<file path="config.mk">
export PLATFORM = sky130hd
export DESIGN_NAME = instr_sequencer_flat
export DESIGN_NICKNAME = d
export VERILOG_FILES = /design/src/rtl/cpu_pkg.sv /design/src/rtl/instr_sequencer_if.sv /design/src/rtl/instr_sequencer_decode.sv /design/src/rtl/instr_sequencer.sv /design/src/flat_wrapper.sv
export SDC_FILE = /design/constraint.sdc
export NUM_CORES = 1
export LEC_CHECK = 0
export ABC_AREA = 1
export CAP_MARGIN = 30
export CELL_PAD_IN_SITES_DETAIL_PLACEMENT = 0
export CELL_PAD_IN_SITES_GLOBAL_PLACEMENT = 1
export CORE_MARGIN = 4
export CORE_UTILIZATION = 38
export CTS_CLUSTER_DIAMETER = 40
export DETAILED_ROUTE_END_ITERATION = 10
export GPL_ROUTABILITY_DRIVEN = 0
export HOLD_SLACK_MARGIN = 0.02
export PLACE_DENSITY_LB_ADDON = 0.1
export SLEW_MARGIN = 0
export SYNTH_ARGS = -nofsm -noshare
export SYNTH_HDL_FRONTEND = slang
export SYNTH_SLANG_ARGS = --single-unit
export TNS_END_PERCENT = 100
</file>
<file path="constraint.sdc">
create_clock -name clk -period 1.75 [get_ports clk]
set_input_delay 0.35 -clock clk [delete_from_list [all_inputs] [get_ports clk]]
set_output_delay 0.35 -clock clk [all_outputs]
set_load 0.01 [all_outputs]
</file>
<file path="src/rtl/cpu_pkg.sv">
// Shared definitions for the elementary CPU: opcodes, ALU codes, sequencer states,
// register-file write polarity and the decoded-instruction struct.
package cpu_pkg;

   localparam logic [3:0] OP_NOP  = 4'h0;
   localparam logic [3:0] OP_MOV  = 4'h1;
   localparam logic [3:0] OP_ADD  = 4'h2;
   localparam logic [3:0] OP_SUB  = 4'h3;
   localparam logic [3:0] OP_AND  = 4'h4;
   localparam logic [3:0] OP_OR   = 4'h5;
   localparam logic [3:0] OP_NOT  = 4'h6;
   localparam logic [3:0] OP_SHL  = 4'h7;
   localparam logic [3:0] OP_JMP  = 4'h8;
   localparam logic [3:0] OP_JZ   = 4'h9;
   localparam logic [3:0] OP_LDI  = 4'hA;
   localparam logic [3:0] OP_HALT = 4'hF;

   localparam logic [2:0] ALU_PASS = 3'b000;
   localparam logic [2:0] ALU_ADD  = 3'b001;
   localparam logic [2:0] ALU_SUB  = 3'b010;
   localparam logic [2:0] ALU_AND  = 3'b011;
   localparam logic [2:0] ALU_OR   = 3'b100;
   localparam logic [2:0] ALU_NOT  = 3'b101;
   localparam logic [2:0] ALU_SHL  = 3'b110;

   localparam logic RF_WE_ACTIVE = 1'b0;

   typedef enum logic [2:0] {FETCH, OPND, EXEC, WAIT, HALT} seq_state_t;

   typedef struct packed {
      logic [1:0] rsa;
      logic [1:0] rwda;
      logic [2:0] alu_op;
      logic       isel;
      logic       writes_rf;
      logic       two_byte;
      logic       updates_z;
   } dec_t;

   // Ops that carry an operand byte right after the opcode byte.
   function automatic logic is_two_byte(input logic [3:0] op);
      return (op == OP_JMP) || (op == OP_JZ) || (op == OP_LDI);
   endfunction

endpackage

</file>
<file path="src/rtl/instr_sequencer_if.sv">
// Sequencer <-> ROM / register-file / ALU signal bundle.
// SEQ_SINGLE_STEP_EN adds the 'step' input.
interface instr_sequencer_if #(parameter int PC_W = 8);
   logic [7:0]      ins;
   logic            zf;
`ifdef SEQ_SINGLE_STEP_EN
   logic            step;
`endif
   logic [PC_W-1:0] pc;
   logic [1:0]      RSA;
   logic [1:0]      RWDA;
   logic            we;
   logic [2:0]      alu_op;
   logic            isel;
   logic [7:0]      imm;
   logic            halted;

`ifdef SEQ_SINGLE_STEP_EN
   modport master (input ins, zf, step,
                   output pc, RSA, RWDA, we, alu_op, isel, imm, halted);
   modport slave  (output ins, zf, step,
                   input pc, RSA, RWDA, we, alu_op, isel, imm, halted);
`else
   modport master (input ins, zf,
                   output pc, RSA, RWDA, we, alu_op, isel, imm, halted);
   modport slave  (output ins, zf,
                   input pc, RSA, RWDA, we, alu_op, isel, imm, halted);
`endif
endinterface

</file>
<file path="src/rtl/instr_sequencer_decode.sv">
// Combinational instruction decode: ir -> register selects, ALU op, write-data mux
// and per-op control flags.
module ir_decode
   import cpu_pkg::*;
(
   input  logic [7:0] ir,
   output dec_t       dec
);

   always_comb begin
      dec           = '0;
      dec.rsa       = ir[3:2];
      dec.rwda      = ir[1:0];
      dec.two_byte  = is_two_byte(ir[7:4]);
      case (ir[7:4])
         OP_MOV: dec.writes_rf = 1'b1;
         OP_ADD: begin dec.writes_rf = 1'b1; dec.updates_z = 1'b1; dec.alu_op = ALU_ADD; end
         OP_SUB: begin dec.writes_rf = 1'b1; dec.updates_z = 1'b1; dec.alu_op = ALU_SUB; end
         OP_AND: begin dec.writes_rf = 1'b1; dec.updates_z = 1'b1; dec.alu_op = ALU_AND; end
         OP_OR:  begin dec.writes_rf = 1'b1; dec.updates_z = 1'b1; dec.alu_op = ALU_OR;  end
         OP_NOT: begin dec.writes_rf = 1'b1; dec.updates_z = 1'b1; dec.alu_op = ALU_NOT; end
         OP_SHL: begin dec.writes_rf = 1'b1; dec.updates_z = 1'b1; dec.alu_op = ALU_SHL; end
         OP_LDI: begin dec.writes_rf = 1'b1; dec.isel = 1'b1; end
         default: ;
      endcase
   end

endmodule

</file>
<file path="src/rtl/instr_sequencer.sv">
// Fetch/decode/execute sequencer for the elementary CPU: owns pc, ir, imm and Z.
// Optional feature macro: SEQ_SINGLE_STEP_EN (WAIT state gated by 'step').
module instr_sequencer
   import cpu_pkg::*;
#(
   parameter int              PC_W   = 8,
   parameter logic [PC_W-1:0] RST_PC = '0
) (
   input  logic                clk,
   input  logic                rst,
   instr_sequencer_if.master   bus
);

   seq_state_t      state, state_nxt;
   logic [PC_W-1:0] pc, pc_nxt;
   logic [7:0]      ir, ir_nxt;
   logic [7:0]      imm, imm_nxt;
   logic            z_flag, z_nxt;
   logic            we;
   dec_t            dec;

   ir_decode u_dec (.ir(ir), .dec(dec));

   always_ff @(posedge clk or posedge rst) begin
      if (rst) begin
         state  <= FETCH;
         pc     <= RST_PC;
         ir     <= 8'h00;
         imm    <= 8'h00;
         z_flag <= 1'b0;
      end else begin
         state  <= state_nxt;
         pc     <= pc_nxt;
         ir     <= ir_nxt;
         imm    <= imm_nxt;
         z_flag <= z_nxt;
      end
   end

   always_comb begin
      state_nxt = state;
      pc_nxt    = pc;
      ir_nxt    = ir;
      imm_nxt   = imm;
      z_nxt     = z_flag;
      we        = ~RF_WE_ACTIVE;
      case (state)
         FETCH: begin
            ir_nxt    = bus.ins;
            pc_nxt    = pc + 1'b1;
            state_nxt = is_two_byte(bus.ins[7:4]) ? OPND : EXEC;
         end
         OPND: begin
            imm_nxt   = bus.ins;
            pc_nxt    = pc + 1'b1;
            state_nxt = EXEC;
         end
         EXEC: begin
            if (dec.writes_rf) we = RF_WE_ACTIVE;
            if (dec.updates_z) z_nxt = bus.zf;
            // Branch targets come from the operand byte, so only two-byte ops branch.
            if (dec.two_byte && ir[7:4] == OP_JMP) pc_nxt = PC_W'(imm);
            if (dec.two_byte && ir[7:4] == OP_JZ && z_flag) pc_nxt = PC_W'(imm);
`ifdef SEQ_SINGLE_STEP_EN
            state_nxt = (ir[7:4] == OP_HALT) ? HALT : WAIT;
`else
            state_nxt = (ir[7:4] == OP_HALT) ? HALT : FETCH;
`endif
         end
         WAIT: begin
`ifdef SEQ_SINGLE_STEP_EN
            if (bus.step) state_nxt = FETCH;
`else
            state_nxt = FETCH;
`endif
         end
         HALT:    state_nxt = HALT;
         default: state_nxt = FETCH;
      endcase
   end

   assign bus.pc     = pc;
   assign bus.RSA    = dec.rsa;
   assign bus.RWDA   = dec.rwda;
   assign bus.alu_op = dec.alu_op;
   assign bus.isel   = dec.isel;
   assign bus.imm    = imm;
   assign bus.we     = we;
   assign bus.halted = (state == HALT);

endmodule
</file>
<file path="src/flat_wrapper.sv">
// flat-port wrapper written by rule: the top's interface ports become plain ports
module instr_sequencer_flat import cpu_pkg::*;
#(
   parameter int              PC_W   = 8,
   parameter logic [PC_W-1:0] RST_PC = '0
)
  (clk, rst, bus_ins, bus_zf, bus_pc, bus_RSA, bus_RWDA, bus_we, bus_alu_op, bus_isel, bus_imm, bus_halted);
  instr_sequencer_if #(.PC_W(PC_W)) bus_i ();
  input  logic clk;
  input  logic rst;
  input wire logic [$bits(bus_i.ins)-1:0] bus_ins;
  input wire logic [$bits(bus_i.zf)-1:0] bus_zf;
  output wire logic [$bits(bus_i.pc)-1:0] bus_pc;
  output wire logic [$bits(bus_i.RSA)-1:0] bus_RSA;
  output wire logic [$bits(bus_i.RWDA)-1:0] bus_RWDA;
  output wire logic [$bits(bus_i.we)-1:0] bus_we;
  output wire logic [$bits(bus_i.alu_op)-1:0] bus_alu_op;
  output wire logic [$bits(bus_i.isel)-1:0] bus_isel;
  output wire logic [$bits(bus_i.imm)-1:0] bus_imm;
  output wire logic [$bits(bus_i.halted)-1:0] bus_halted;
  assign bus_i.ins = bus_ins;
  assign bus_i.zf = bus_zf;
  assign bus_pc = bus_i.pc;
  assign bus_RSA = bus_i.RSA;
  assign bus_RWDA = bus_i.RWDA;
  assign bus_we = bus_i.we;
  assign bus_alu_op = bus_i.alu_op;
  assign bus_isel = bus_i.isel;
  assign bus_imm = bus_i.imm;
  assign bus_halted = bus_i.halted;
  instr_sequencer #(.PC_W(PC_W), .RST_PC(RST_PC)) u_core (.clk(clk), .rst(rst), .bus(bus_i));
endmodule
</file>
## Word level (Yosys, flattened, before mapping)

Index checks and enable logic that the tools add are counted.

| storage, ports and cells | value |
|---|---|
| latch bits | 0 |
| bits in registers | 28 |
| word-level logic and storage cells | 50 |
| bits in writable memories | 0 |
| memories | 0 |
| input port bits | 11 |
| output and inout bits | 26 |
| ROM bits | 0 |

| cells by class | value |
|---|---|
| bitwise gates (word level) | 0 |
| order comparisons | 0 |
| muxes and demuxes | 12 |
| multipliers | 0 |
| reductions and logical operators | 14 |
| equal/unequal tests | 18 |
| add/subtract/negate cells | 1 |
| shifts and indexed selects | 0 |
| divide/modulo/power cells | 0 |

Operator list:

| operator | number |
|---|---|
| $eq A4 B4 Y1 const B | 7 |
| $pmux W3 S6 | 1 |
| $eq A4 B3 Y1 const B | 4 |
| $mux W8 | 2 |
| $pmux W8 S2 | 1 |
| $pmux W3 S4 | 1 |
| $add A8 B1 Y8 const B | 1 |
| $eq A4 B2 Y1 const B | 2 |
| $reduce_or A8 Y1 | 1 |
| $reduce_or A6 Y1 | 1 |
| $mux W1 | 5 |
| $eq A4 B1 Y1 const B | 1 |
| $logic_or A1 B1 Y1 | 4 |
| $reduce_and A2 Y1 | 2 |
| $eq A3 B1 Y1 const B | 1 |
| $eq A3 B2 Y1 const B | 1 |
| $eq A3 B3 Y1 const B | 1 |
| $logic_and A1 B1 Y1 | 3 |
| $logic_not A3 Y1 | 1 |
| $mux W3 | 1 |
| $ne A3 B1 Y1 const B | 1 |
| $mux W2 | 1 |
| $reduce_bool A2 Y1 | 1 |
| $reduce_or A2 Y1 | 1 |

## Longest topological paths before layout

| depth | value |
|---|---|
| depth in word-level cells | 7 |
| mapped depth | 7 |
| depth with buffers taken out | 7 |

## By module

From an unflattened synthesis, not the netlist that was laid out.

| unflattened totals | value |
|---|---|
| cells, all modules | 200 |
| area, all modules | 1473.9 µm² |

By module, submodules not included:

| module | area an instance (µm²) | sequential area each (µm²) | times used | cells an instance |
|---|---|---|---|---|
| instr_sequencer | 1355.0 | 700.7 | 1 | 173 |
| ir_decode | 118.9 | 0.0 | 1 | 27 |

## Least setup slack after synthesis

Ideal clock, no wire load.

| timing path | value |
|---|---|
| path type | register -> output |
| start point | register u_core.ir[5] |
| end point | output port bus_we |
| path slack | 0.343 ns |
| buffers on the path | 0 |
| data arrival time | 1.057 ns |
| required time | 1.400 ns |
| stages on the path, launching flop included | 4 |
| path through | dfrtp_1 o21ai_1 o21ai_0 o21ai_0 |

| on the way | value |
|---|---|
| word-level cells in the longest chain between the ends | 5 |
| elaborated cells on any way between the ends | 12 |
| those cells by class | 8 x eq/ne; 3 x mux; 1 x reduce/logical |

Ends and longest elaborated chain:

| item | line | source |
|---|---|---|
| start, declared | instr_sequencer.sv:16 | `logic [7:0] ir, ir_nxt;` |
| start signal, assigned | instr_sequencer.sv:34 | `ir <= ir_nxt;` |
| $eq A4 B4 Y1, or another cell as far along | instr_sequencer_decode.sv:15 | `case (ir[7:4])` |
| $reduce_or A8 Y1 (no source line) (*) | n/a |  |
| $mux W1 (*) | instr_sequencer_decode.sv:15 |  |
| $mux W1 (*) | instr_sequencer.sv:59 | `if (dec.writes_rf) we = RF_WE_ACTIVE;` |
| $mux W1 (*) | instr_sequencer.sv:47 | `case (state)` |
| end, declared | flat_wrapper.sv:16 | `output wire logic [$bits(bus_i.we)-1:0] bus_we;` |

Mark *: on every way between the ends. The rest lies on a longest branch, timed or not.

## Worst setup path after layout

| timing path | value |
|---|---|
| start point | register u_core.ir[5] |
| end point | output port bus_alu_op[0] |

| on the way | value |
|---|---|
| word-level cells in the longest chain between the ends | 2 |
| elaborated cells on any way between the ends | 7 |
| those cells by class | 6 x eq/ne; 1 x mux |

Ends and longest elaborated chain:

| item | line | source |
|---|---|---|
| $eq A4 B3 Y1 / $eq A4 B2 Y1 (equally long branches) | instr_sequencer_decode.sv:15 |  |
| $pmux W3 S6 (*) | instr_sequencer_decode.sv:15 |  |
| end, declared | flat_wrapper.sv:17 | `output wire logic [$bits(bus_i.alu_op)-1:0] bus_alu_op;` |

Marks and branches as above.

==> impl_metrics.toml <==
[status]
outcome = "finished clean"

[setup_path]
path_class = "register to output port"
crit_path_top_delay_cell = "dfrtp_1"
cp-end-kind = "output port"
cp-start-kind = "register"
crit_chain = "o21ai_2, buf_4, nor2_1, dlygate4sd2_1"
crit_arrival_ps = 1330
required_ps = 1400
cp_max_fo = 5
slowest_delay_ps = 440

[synthesis]
syn_area_sq_um = 1530
synthCells = 190
synth_edf_count = 0
yosysMostFrequentCell = "nand2_1"
synth_top_flop_cell = "dfrtp_1"
synthArstFlopShare = 1.00
synthTopCellsByArea = "dfrtp_1 46%, nand2_1 14%, inv_1 5.4%, nand3_1 5.3%, o21ai_0 4.9%"
yosys.area.top_type = "dfrtp_1"
synthTopCellsByCount = "58 x nand2_1, 28 x dfrtp_1, 22 x inv_1, 16 x nand3_1, 15 x o21ai_0"
ys_warn_count = 0
avgSynthCellArea_sq_um = 8.03
yosysTopAreaCellShare = 0.459
ys_types = 29
yosysSeqAreaShare = 0.459
synthesis.nets = 202
ys_seq_elements = 28

[timing]
fmax_mhz = 596
final-max-slew-violation-count = 0
worst_slack_ps = 73.3
min_period_over_period = 0.958
setup_tns_ps = 0
slew_headroom = 0.757
hold_viol = 0
tightestPinTransition_ps = 364
fin_worst_skew_ps = 4.38
min_period_ps = 1680
rsz0062_at_grt = "no"
finalSetupViolCount = 0

[floorplanning]
fp.dieH_um = 71.4
start_util = 0.404
ios = 37
row_count = 22
core_area_sq_um = 3770
die_area_sq_um = 5090
fp.dieW_um = 71.4

[clock_network]
clockRootBuffer = "clkbuf_8"
clkSlewWorstSetupHoldPaths_ps = 90
ctsHtreeMaxLevel = 1
clock_path_buffers = 2
cts_hold_buf = 0
cts_tree = "done"
clk_latency_ps = 270
cts_buffers = 3
cts.sink_count = 28

[global_route]
grt_pass1_vias = 1333
grt_pass1_wl_um = 6170
grt.overflow.total = 0
grt_use_total = 0.149
antenna_found_initial = 0
grt_start_max_net_pins = 17

[worst_hold_path]
hold_path_class = "primary input to asynchronous set/reset pin"

[drt]
wirelength_um = 3550
drc = 0
antenna_left = 0
via_count = 1332
via_per_inst = 4.76
firstDrtPassIters = 4
dr.first_iter.drc_count = 48
wl_per_cell_um = 12.7

[cells_and_area]
area_delta_synth_final_pct = 31.2
nFillCells = 355
n_antenna_cell = 0
drive_gt1_frac = 0.159
finalInstanceArea_sq_um = 2000
final_nets = 246

[placed_design]
place_ws_ps = -18.3
port_buffers = 36
hpwl_um = 2750
place_area_sq_um = 1940

[power_and_ir_drop]
power_density_nw_per_um2 = 1920
ir_drop_v = 0.000849
p_leak_uw = 0.000975

[run]
cap_violations = 0
[registers in the layout, summed over array words and instances, names as in the netlist]
name and cells:
u_core.ir 8, u_core.bus.pc 8, u_core.z_flag 1, u_core.state 3, u_core.bus.imm 8
[cells by family after synthesis]
family / after synthesis / synth area share
simple gates: 100 / 0.331
buf+inv: 34 / 0.107
flops: 28 / 0.459
compound gates: 26 / 0.0886
xor+xnor: 1 / 0.00574
fa+ha+maj: 1 / 0.00820
[power by group]
part           internal (uW)  switching (uW)  total, uW
clock                    154             193        347
combinational           1040            1210       2250
sequential               962             279       1240
[per-stage QoR]
step / total power (uW) / hold WS [ps] / utilization / std cells
after floorplan: 2590 / 415 / - / 190
after CTS: 3860 / 351 / 0.531 / 280
final: 3840 / 342 / 0.531 / 280
after global placement: 3420 / 457 / 0.514 / 273
after detailed placement: 3490 / 464 / 0.514 / 273
after global routing: 4190 / 368 / 0.531 / 280
[path summary, 6_finish.rpt]
check / from / to / slack, ps / depth (start not counted)
max in group asynchronous: rst / u_core.state[1] / 920 / 3
min: rst / u_core.z_flag / 340 / 2
max reg2reg: u_core.ir[7] / u_core.bus.pc[5] / 450 / 8
min reg2reg: u_core.ir[2] / u_core.ir[2] / 480 / 2
min in group clk: u_core.ir[2] / u_core.ir[2] / 480 / 2
max: u_core.ir[5] / bus_alu_op[0] / 70 / 4
[cell type report]
| type | instances | area (sq um) | area share |
|---|---|---|---|
| Timing Repair Buffer | 46 | 420 | 0.210 |
| Sequential cell | 28 | 701 | 0.350 |
| Inverter | 27 | 109 | 0.0544 |
| Multi-Input combinational cell | 128 | 669 | 0.335 |
| Tap cell | 48 | 60.1 | 0.0300 |
| Clock buffer | 3 | 41.3 | 0.0206 |
[worst max-delay path, delay by kind of cell (launching register included)]
family | cells | cell delay [ps]
AO/OA/AOI/OAI | 1 | 150
buffers and inverters | 2 | 430
flip-flops | 1 | 440
AND/OR/NAND/NOR | 1 | 40
[cell usage in the layout (no fill, tap or decap), types with 4 or more instances in the layout]
cell / instances
dlygate4sd2_1: 4
o21ai_0: 13
dfrtp_1: 28
nor2_1: 9
nand3_2: 4
nand3_1: 16
nand2_1: 58
inv_1: 22
buf_4: 10
o21ai_1: 9
clkdlybuf4s50_1: 30
[what timing repair did]
| action | in CTS | in global routing |
|---|---|---|
| pin swaps | 1 | 0 |
| setup buffers | 4 | 0 |
| hold endpoints to repair | 0 | 0 |
| gates resized for setup | 8 | 7 |
| setup endpoints to repair | 6 | 3 |
[layer usage]
layer / GRT usage / up-vias / wire length [um]
met5: 0 / - / 0
met4: 0.0355 / 0 / 17
met3: 0.0224 / 2 / 111
met2: 0.255 / 31 / 1700
met1: 0.199 / 609 / 1720
li1: - / 690 / -
No activity file was read; power rests on OpenSTA's default activity.
